`config.mk`:
```
export PLATFORM = sky130hd
export DESIGN_NAME = input_spi
export DESIGN_NICKNAME = d
export VERILOG_FILES = /design/src/rtl/input_spi.sv
export SDC_FILE = /design/constraint.sdc
export NUM_CORES = 1
export LEC_CHECK = 0
export ABC_AREA = 1
export BUFFER_PORTS_ARGS = -buffer_cell sky130_fd_sc_hd__buf_2
export CORE_UTILIZATION = 59
export CTS_BUF_LIST = sky130_fd_sc_hd__clkbuf_8 sky130_fd_sc_hd__clkbuf_16
export CTS_CLUSTER_SIZE = 40
export DETAILED_ROUTE_END_ITERATION = 10
export PLACE_DENSITY = 0.81
export SLEW_MARGIN = 25
export SYNTH_ARGS = -nofsm -noshare
export SYNTH_HDL_FRONTEND = slang
export SYNTH_SLANG_ARGS = --single-unit
```
`constraint.sdc`:
```
create_clock -name clk -period 2.9 [get_ports clk]
set_clock_uncertainty 0.05 [all_clocks]
set_input_delay 0 -clock clk [delete_from_list [all_inputs] [get_ports clk]]
set_output_delay 0 -clock clk [all_outputs]
set_load 0.005 [all_outputs]
```
`src/rtl/input_spi.sv`:
```
// SPI byte receiver: oversamples sclk/cs/sdi on clk, shifts in DATA_W-bit words
// and presents each one through a single-entry valid/ready holding register.
module input_spi #(
    parameter int DATA_W      = 8,
    parameter int SYNC_STAGES = 2,
    parameter int MSB_FIRST   = 1
) (
    input  logic              clk,
    input  logic              rst,
    input  logic              en,
    input  logic              sclk_in,
    input  logic              cs_in,
    input  logic              sdi,
    output logic [DATA_W-1:0] out,
    output logic              valid,
    input  logic              ready,
    output logic              busy,
    output logic              overrun,
    output logic              frame_err
);

    localparam int CNT_W = (DATA_W > 1) ? $clog2(DATA_W) : 1;
    localparam logic [CNT_W-1:0] LAST_BIT = CNT_W'(DATA_W - 1);

    localparam logic [0:0] IDLE  = 1'b0;
    localparam logic [0:0] SHIFT = 1'b1;

    logic [SYNC_STAGES-1:0] sclk_sync;
    logic [SYNC_STAGES-1:0] cs_sync;
    logic [SYNC_STAGES-1:0] sdi_sync;
    logic                   sclk_s;
    logic                   cs_s;
    logic                   sdi_s;
    logic                   sclk_d;
    logic                   rise;

    logic [0:0]             state;
    logic [CNT_W-1:0]       cnt;
    logic [DATA_W-1:0]      sr;
    logic [DATA_W-1:0]      sr_next;
    logic [DATA_W-1:0]      word;
    logic                   done;

    assign sclk_s = sclk_sync[SYNC_STAGES-1];
    assign cs_s   = cs_sync[SYNC_STAGES-1];
    assign sdi_s  = sdi_sync[SYNC_STAGES-1];
    assign rise   = sclk_s & ~sclk_d;
    assign busy   = en & cs_s;

    assign sr_next = (MSB_FIRST != 0) ? {sr[DATA_W-2:0], sdi_s}
                                      : {sdi_s, sr[DATA_W-1:1]};

    // All three inputs share one synchroniser depth so sdi_s stays aligned to rise.
    // NOTE: sequential state uses non-blocking assignments so every flop samples
    // the pre-edge value; blocking here would collapse the synchroniser chain.
    always_ff @(posedge clk) begin
        if (rst) begin
            sclk_sync <= '0;
            cs_sync   <= '0;
            sdi_sync  <= '0;
            sclk_d    <= 1'b0;
            state     <= IDLE;
            cnt       <= '0;
            sr        <= '0;
            word      <= '0;
            done      <= 1'b0;
            frame_err <= 1'b0;
        end else begin
            sclk_sync <= {sclk_sync[SYNC_STAGES-2:0], sclk_in};
            cs_sync   <= {cs_sync[SYNC_STAGES-2:0], cs_in};
            sdi_sync  <= {sdi_sync[SYNC_STAGES-2:0], sdi};
            sclk_d    <= sclk_s;
            frame_err <= 1'b0;
            done      <= 1'b0;

            if (!en) begin
                state <= IDLE;
                cnt   <= '0;
            end else begin
                case (state)
                    IDLE: begin
                        if (cs_s) begin
                            state <= SHIFT;
                            cnt   <= '0;
                            sr    <= '0;
                        end
                    end
                    default: begin
                        // Abort takes priority over a coincident sclk rise.
                        if (!cs_s) begin
                            state     <= IDLE;
                            cnt       <= '0;
                            frame_err <= (cnt != '0);
                        end else if (rise) begin
                            sr <= sr_next;
                            if (cnt == LAST_BIT) begin
                                cnt  <= '0;
                                word <= sr_next;
                                done <= 1'b1;
                            end else begin
                                cnt <= cnt + CNT_W'(1);
                            end
                        end
                    end
                endcase
            end
        end
    end

    // Holding register: a completed word loads only if the slot is free or draining.
    always_ff @(posedge clk) begin
        if (rst) begin
            out     <= '0;
            valid   <= 1'b0;
            overrun <= 1'b0;
        end else begin
            overrun <= 1'b0;
            if (done) begin
                if (!valid || ready) begin
                    out   <= word;
                    valid <= 1'b1;
                end else begin
                    overrun <= 1'b1;
                end
            end else if (valid && ready) begin
                valid <= 1'b0;
            end
        end
    end

endmodule

```
==> results of run 1 <==
[per-stage QoR]
| step | utilization [%] | hold WS, ns | cell area [um2] | worst slack [ns] |
|---|---|---|---|---|
| floorplan | - | 0.0570 | 1430 | 1.68 |
| global placement | 66.8 | 0.153 | 1510 | 1.57 |
| detailed placement | 66.8 | 0.163 | 1510 | 1.50 |
| finish | 73.1 | 0.0783 | 1650 | 1.48 |
| CTS | 73.1 | 0.0763 | 1650 | 1.49 |
| global route | 73.1 | 0.0871 | 1650 | 1.33 |
[worst max-delay path by stage]
stage | from | endpoint | slack, ns
after detailed placement | cs_sync[1] | word[6] | 1.50
after floorplan | cnt[0] | word[7] | 1.68
after global routing | cs_sync[1] | word[0] | 1.33
after global placement | cs_sync[1] | word[6] | 1.57
after CTS | cs_sync[1] | word[6] | 1.49
final | state | word[6] | 1.48
[cells in the mapped netlist, drive strengths merged]
master,count
a21oi,10
buf,6
clkbuf,1
dfxtp,38
ha,3
inv,19
nand2,30
nand3,15
nand4,7
nor2,29
nor3,1
o21ai,11
[flip-flops by register name, indices dropped and copies added (netlist names), 2 cells and up]
register   cells
sr             7
sdi_sync       2
out            8
cs_sync        2
sclk_sync      2
word           8
cnt            3
[power by group through the flow]
stage	logic (mW)	clock network, mW	registers, mW
after CTS	0.0306	0.371	0.528
after global routing	0.0352	0.398	0.528
after global placement	0.0242	0	0.540
after detailed placement	0.0255	0	0.540
after floorplan	0.0193	0	0.540
final	0.0308	0.362	0.529
[cell families (layout without fill, tap and decap cells)]
logic type	Yosys count	in the layout
DFF	38	38
AOI/OAI and AO/OA	21	21
buffers and inverters	26	50
and+or+nand+nor	82	82
adders and majority gates	3	3
[routing by layer]
layer | routed length (um) | GRT usage (%) | up-vias
met4 | 47 | 10.8 | 0
met2 | 1080 | 35.5 | 26
met3 | 117 | 11.6 | 5
met1 | 1130 | 24.7 | 482
met5 | 0 | 0 | -
li1 | - | - | 586
[layout make-up]
type / count / area, um2 / area share, %
well taps: 28 / 35.0 / 2.13
repair buffers: 23 / 140 / 8.50
clock buffers: 6 / 82.6 / 5.01
flip-flops and latches: 38 / 761 / 46.2
clock inverters: 2 / 8.76 / 0.532
multi-input cells: 106 / 549 / 33.3
inverters: 19 / 71.3 / 4.33
[worst max-delay path: stages (launching register included)]
cell	delay (ns)
dfxtp_1	0.38
nand3_1	0.13
nor2_4	0.44
nand2_4	0.14
nand3_1	0.10
nand2_1	0.06
==> out/qor.yml, run 1 <==
power_and_ir_drop:
  switching_share_pct: 21.1
  p_per_area_mw_per_mm2: 559
  power.leakage_nw: 0.729
  p_switching_mw: 0.195
  finalPower_mw: 0.921
  intPower_mw: 0.726
  pwr-share-seq_pct: 57.4
  p_clk_share_pct: 39.3
  pwr-share-comb_pct: 3.3
  vdd_drop_max_uv: 496
grt:
  grt_pass1_wl_um: 4040
  grt_max_degree: 27
  antenna_found_initial: 0
  grt_pass1_vias: 980
  grt_overflow: 0
  grt_use_total_pct: 22.5
cts:
  cts_resized: 0
  cts_buffers: 5
  htree_levels: 2
  cts_tree: "built"
  ctsHoldBuffers: 5
  clock-root-buffer: "clkbuf_8"
  insertion_delay_ns: 0.29
  clockBufferDepth: 2
  postCtsSetupBuffers: 0
  cts.sinks: 38
  clkSlewWorstSetupHoldPaths_ns: 0.07
finish:
  final_common_cell: "dfxtp_1"
  area_growth_syn_to_layout_pct: 15.2
  layout_common_cells: "dfxtp_1, nor2_1, nand2_1"
  n_antenna_cell: 0
  layout.cells.non_filler: 222
  drive_gt1_share_pct: 22.2
  fin_nets: 203
  fill_cells: 188
logic_synthesis:
  synth_top_family_by_area: "simple AND/OR/NAND/NOR gates"
  avgSynthCellArea_um2: 8.41
  synth_mux_area_share_pct: 0
  synthSimpleGateAreaFrac_pct: 26.6
  synth_fp_nets: 180
  synthAdderAreaFrac_pct: 2.62
  synth_top_area_share_pct: 53.2
  yosysSeqAreaShare_pct: 53.2
  synth-seq-cells: 38
  synth_compound_area_share_pct: 9.19
  synth_xor_area_share_pct: 0
  yosysUniqueCellTypes: 19
  netlist_area_mm2: 0.00143
  synth_top_area_cell: "dfxtp_1"
  synthTopCellsByArea: "dfxtp_1, nor2_1, nand2_1, nand3_1, inv_1"
  synth_cells: 170
  yosysWarnings: 0
sta:
  slew_headroom_pct: 64.0
  timing.final.crit_period_ns: 1.42
  fin_crit_sh_pct: 48.9
  slew_violations: 0
  finalSetupViolations: 0
  setup-tns-final_ns: 0
  fmaxAchievable_ghz: 0.705
  hold_viol_final: 0
  worst_slew_pin_slew_ns: 0.539
  rsz0062_at_grt: "false"
job:
  maxCapViolCount: 0
floorplan:
  io_pins: 19
  rows: 17
  die_h_um: 51.2
  coreArea_mm2: 0.00225
  dieArea_mm2: 0.00263
  die_w_um: 51.2
  start_util_pct: 63.4
setup_path:
  worst-r2r-setup-slack_ns: 1.48
  crit_path_end_kind: "flip-flop"
  worstSetupPathType: "flip-flop to flip-flop"
  r2r_cells: 5
  reg2reg_from: "state"
  crit_path_start_kind: "flip-flop"
  worstPathMaxFanout: 20
  required_ns: 3.03
  r2r_end: "word[6]"
  arrival_ns: 1.55
place:
  placed_cells: 209
  io_buffers: 18
  gp_congestion: 0.736
  hpwlAfterDp_um: 1590
routing:
  drtPass1Iterations: 4
  vias: 1099
  antenna_left: 0
  via_per_inst: 4.95
  route.detailed.drc: 0
  drt-initial-drc-count: 9
  routed_wl_um: 2380
  wl_per_cell_um: 10.7
worst_hold_path:
  hold_depth: 2
  whs_endpoint: "cs_sync[1]"
  hp-start: "rst"
  hold_class: "input port to flip-flop"
status:
  status: "complete, no violations"
No activity file was read; power rests on OpenSTA's default activity.
==> run 2: changes to the inputs <==
--- a/config.mk
+++ b/config.mk
@@ -7,11 +7,11 @@
 export LEC_CHECK = 0
 export ABC_AREA = 1
 export BUFFER_PORTS_ARGS = -buffer_cell sky130_fd_sc_hd__buf_2
-export CORE_UTILIZATION = 59
+export CORE_UTILIZATION = 49
 export CTS_BUF_LIST = sky130_fd_sc_hd__clkbuf_8 sky130_fd_sc_hd__clkbuf_16
 export CTS_CLUSTER_SIZE = 40
 export DETAILED_ROUTE_END_ITERATION = 10
-export PLACE_DENSITY = 0.81
+export PLACE_DENSITY = 0.72
 export SLEW_MARGIN = 25
 export SYNTH_ARGS = -nofsm -noshare
 export SYNTH_HDL_FRONTEND = slang
==> constraint.sdc (replaced) <==
create_clock -name clk -period 1.2 [get_ports clk]
set_clock_uncertainty 0.05 [all_clocks]
set_input_delay 0 -clock clk [delete_from_list [all_inputs] [get_ports clk]]
set_output_delay 0 -clock clk [all_outputs]
set_load 0.005 [all_outputs]
==> run 2 against run 1 <==
  * Hold slack gained 0.27 ns
  * Sequential share of layout area fell by 5.1 points
  * Clock power rose by 140%
  * Core utilization fell by 5.5 points
  * Register-to-register slack worse by 1.5 ns
  * Sequential power grew 140%
  * Setup slack worse by 1.5 ns
  * Die area rose by 20%
  * First-iteration DRC count increased to 4.3 times the previous value
  * Final area up 13%
  * Critical path depth grew 1
  * Routed wire length increased by 15%
  * Critical endpoint is now sr[6]
  * Largest power group unchanged
==> out/qor.yml, run 2 (synthesis gave the netlist of run 1 again) <==
floorplan:
  die_w_um: 56.0  # was 51.2 um
  start_util_pct: 51.9  # was 63.4%
  coreArea_mm2: 0.00276  # was 0.00225 mm2
  die_h_um: 56.0  # was 51.2 um
  rows: 19  # was 17
  io_pins: 19  # unchanged
  dieArea_mm2: 0.00314  # was 0.00263 mm2
place:
  gp_congestion: 0.716  # was 0.736
  place_ws_ns: -0.00870  # was 1.50 ns
  hpwlAfterDp_um: 1630  # was 1590 um
  io_buffers: 18  # unchanged
  placed_cells: 216  # was 209
setup_path:
  cp_top_family: "simple AND/OR/NAND/NOR gates"  # unchanged
  worstPathMaxFanout: 5  # was 20
  crit_path_end_kind: "flip-flop"  # unchanged
  required_ns: 1.36  # was 3.03 ns
  r2r_cells: 6  # was 5
  worstSetupPathType: "flip-flop to flip-flop"  # unchanged
  cp-startpoint: "sclk_d"  # was state
  r2r_end: "sr[6]"  # was word[6]
  cp_num_buf_inv: 2  # was 0
  crit_path_start_kind: "flip-flop"  # unchanged
  worst-r2r-setup-slack_ns: 0.002  # was 1.48 ns
  cp_slowest_cell: "dfxtp_1"  # was nor2_4
  cp_cell_sequence: "inv_2 > nand3_2 > nor2_4 > buf_12 > nand2_2 > a21oi_2"  # was nand3_1 > nor2_4 > nand2_4 > nand3_1 > nand2_1
  reg2reg_from: "sclk_d"  # was state
  crit_end: "sr[6]"  # was word[6]
  crit_cells: 6  # was 5
  arrival_ns: 1.36  # was 1.55 ns
  crit_path_max_incr_delay_ns: 0.31  # was 0.44 ns
sta:
  fin_crit_sh_pct: 99.8  # was 48.9%
  setup-tns-final_ns: 0  # unchanged
  holdWs_ns: 0.350  # was 0.0783 ns
  timing.final.crit_period_ns: 1.20  # was 1.42 ns
  slew_violations: 0  # unchanged
  slew_headroom_pct: 74.0  # was 64.0%
  fin_ws_ns: 0.00249  # was 1.48 ns
  hold_viol_final: 0  # unchanged
  fmaxAchievable_ghz: 0.835  # was 0.705 GHz
  worst_slew_pin_slew_ns: 0.389  # was 0.539 ns
  finalSetupViolations: 0  # unchanged
  rsz0062_at_grt: "true"  # was false
power_and_ir_drop:
  power.leakage_nw: 0.779  # was 0.729 nW
  p_switching_mw: 0.462  # was 0.195 mW
  p_clk_share_pct: 38.7  # was 39.3%
  intPower_mw: 1.76  # was 0.726 mW
  pwr-share-seq_pct: 57.5  # was 57.4%
  switching_share_pct: 20.7  # was 21.1%
  finalPower_mw: 2.22  # was 0.921 mW
  vdd_drop_max_uv: 1180  # was 496 uV
  p_per_area_mw_per_mm2: 1190  # was 559 mW/mm2
  pwr-share-comb_pct: 3.9  # was 3.3%
cts:
  clock-root-buffer: "clkbuf_8"  # unchanged
  cts_buffers: 5  # unchanged
  cts_tree: "built"  # unchanged
  htree_levels: 2  # unchanged
  insertion_delay_ns: 0.28  # was 0.29 ns
  clkSlewWorstSetupHoldPaths_ns: 0.07  # about the same
  cts.sinks: 38  # unchanged
  clockBufferDepth: 2  # unchanged
routing:
  vias: 1148  # was 1099
  wl_per_cell_um: 11.5  # was 10.7 um
  routed_wl_um: 2730  # was 2380 um
  via_per_inst: 4.84  # was 4.95
  drt-initial-drc-count: 39  # was 9
  antenna_left: 0  # unchanged
  drtPass1Iterations: 4  # unchanged
  route.detailed.drc: 0  # unchanged
worst_hold_path:
  hold_class: "flip-flop to flip-flop"  # was input port to flip-flop
  hold_depth: 2  # unchanged
finish:
  n_antenna_cell: 0  # unchanged
  fin_nets: 215  # was 203
  layout.cells.non_filler: 237  # was 222
  fill_cells: 244  # was 188
  layout_common_cells: "dfxtp_1, nor2_1, nand2_1"  # unchanged
  final_common_cell: "dfxtp_1"  # unchanged
  multi_input_area_um2: 613  # was 549 um2
  drive_gt1_share_pct: 35.0  # was 22.2%
  top_regs: "out: 8 flops, word: 8 flops, sr: 7 flops"  # unchanged
  area_growth_syn_to_layout_pct: 30.3  # was 15.2%
  seqCellArea_um2: 764  # was 761 um2
grt:
  grt_use_total_pct: 16.5  # was 22.5%
  antenna_found_initial: 0  # unchanged
  grt_max_degree: 27  # unchanged
  grt_overflow: 0  # unchanged
  grt_pass1_vias: 974  # was 980
  grt_pass1_wl_um: 3970  # was 4040 um
job:
  maxCapViolCount: 0  # unchanged
status:
  status: "complete, no violations"  # unchanged
-- run 2: area by class of cell --
class                   instances  share of cell area [%]
clock buffers                   6                    4.43
clock inverters                 2                   0.470
inverters                      19                    4.03
multi-input cells             106                    32.9
flip-flops and latches         38                    41.0
well taps                      31                    2.08
repair buffers                 35                    15.0
-- run 2: power by group through the flow --
stage	Sequential (mW)	Combinational, mW	Clock [mW]
after floorplan	1.30	0.0466	0
after global placement	1.31	0.0631	0
after detailed placement	1.31	0.0656	0
after CTS	1.28	0.0806	0.882
after global routing	1.28	0.0960	0.940
final	1.28	0.0858	0.860
-- run 2: worst min path at each step --
| stage | from | end | slack, ns |
|---|---|---|---|
| finish | cs_sync[0] | cs_sync[1] | 0.35 |
| detailed placement | sdi | sdi_sync[0] | 0.17 |
| global placement | sdi | sdi_sync[0] | 0.15 |
| CTS | cs_sync[0] | cs_sync[1] | 0.36 |
| global route | cs_sync[0] | cs_sync[1] | 0.37 |
| floorplan | cs_in | cs_sync[0] | 0.06 |
-- run 2: routing by layer --
metal | global-route usage (%) | part of all wire, % | vias to the layer above
li1 | - | - | 610
met1 | 18.1 | 46 | 514
met2 | 28.6 | 50 | 19
met3 | 5.58 | 2.8 | 5
met4 | 7.32 | 1.5 | 0
met5 | 0 | 0 | -
-- run 2: worst min-delay path: cells and delay by family (launching register included) --
family / cells / cell delay (ns)
buffers and inverters: 1 / 0.04
flip-flops: 1 / 0.30
AND/OR/NAND/NOR: 1 / 0.03
-- run 2: metrics by stage --
step / instance area, um2 / utilization, %
after floorplan: 1440 / -
after global placement: 1560 / 56.4
after detailed placement: 1560 / 56.4
after CTS: 1720 / 62.3
after global routing: 1860 / 67.6
final: 1860 / 67.6
-- run 2: what timing repair did --
action,CTS,global route
resized for setup,1,19
endpoints found under the setup margin,7,20
hold endpoints to repair,7,0
setup buffers,0,5
gates cloned,0,2
hold buffers,6,0
pin swaps,0,4
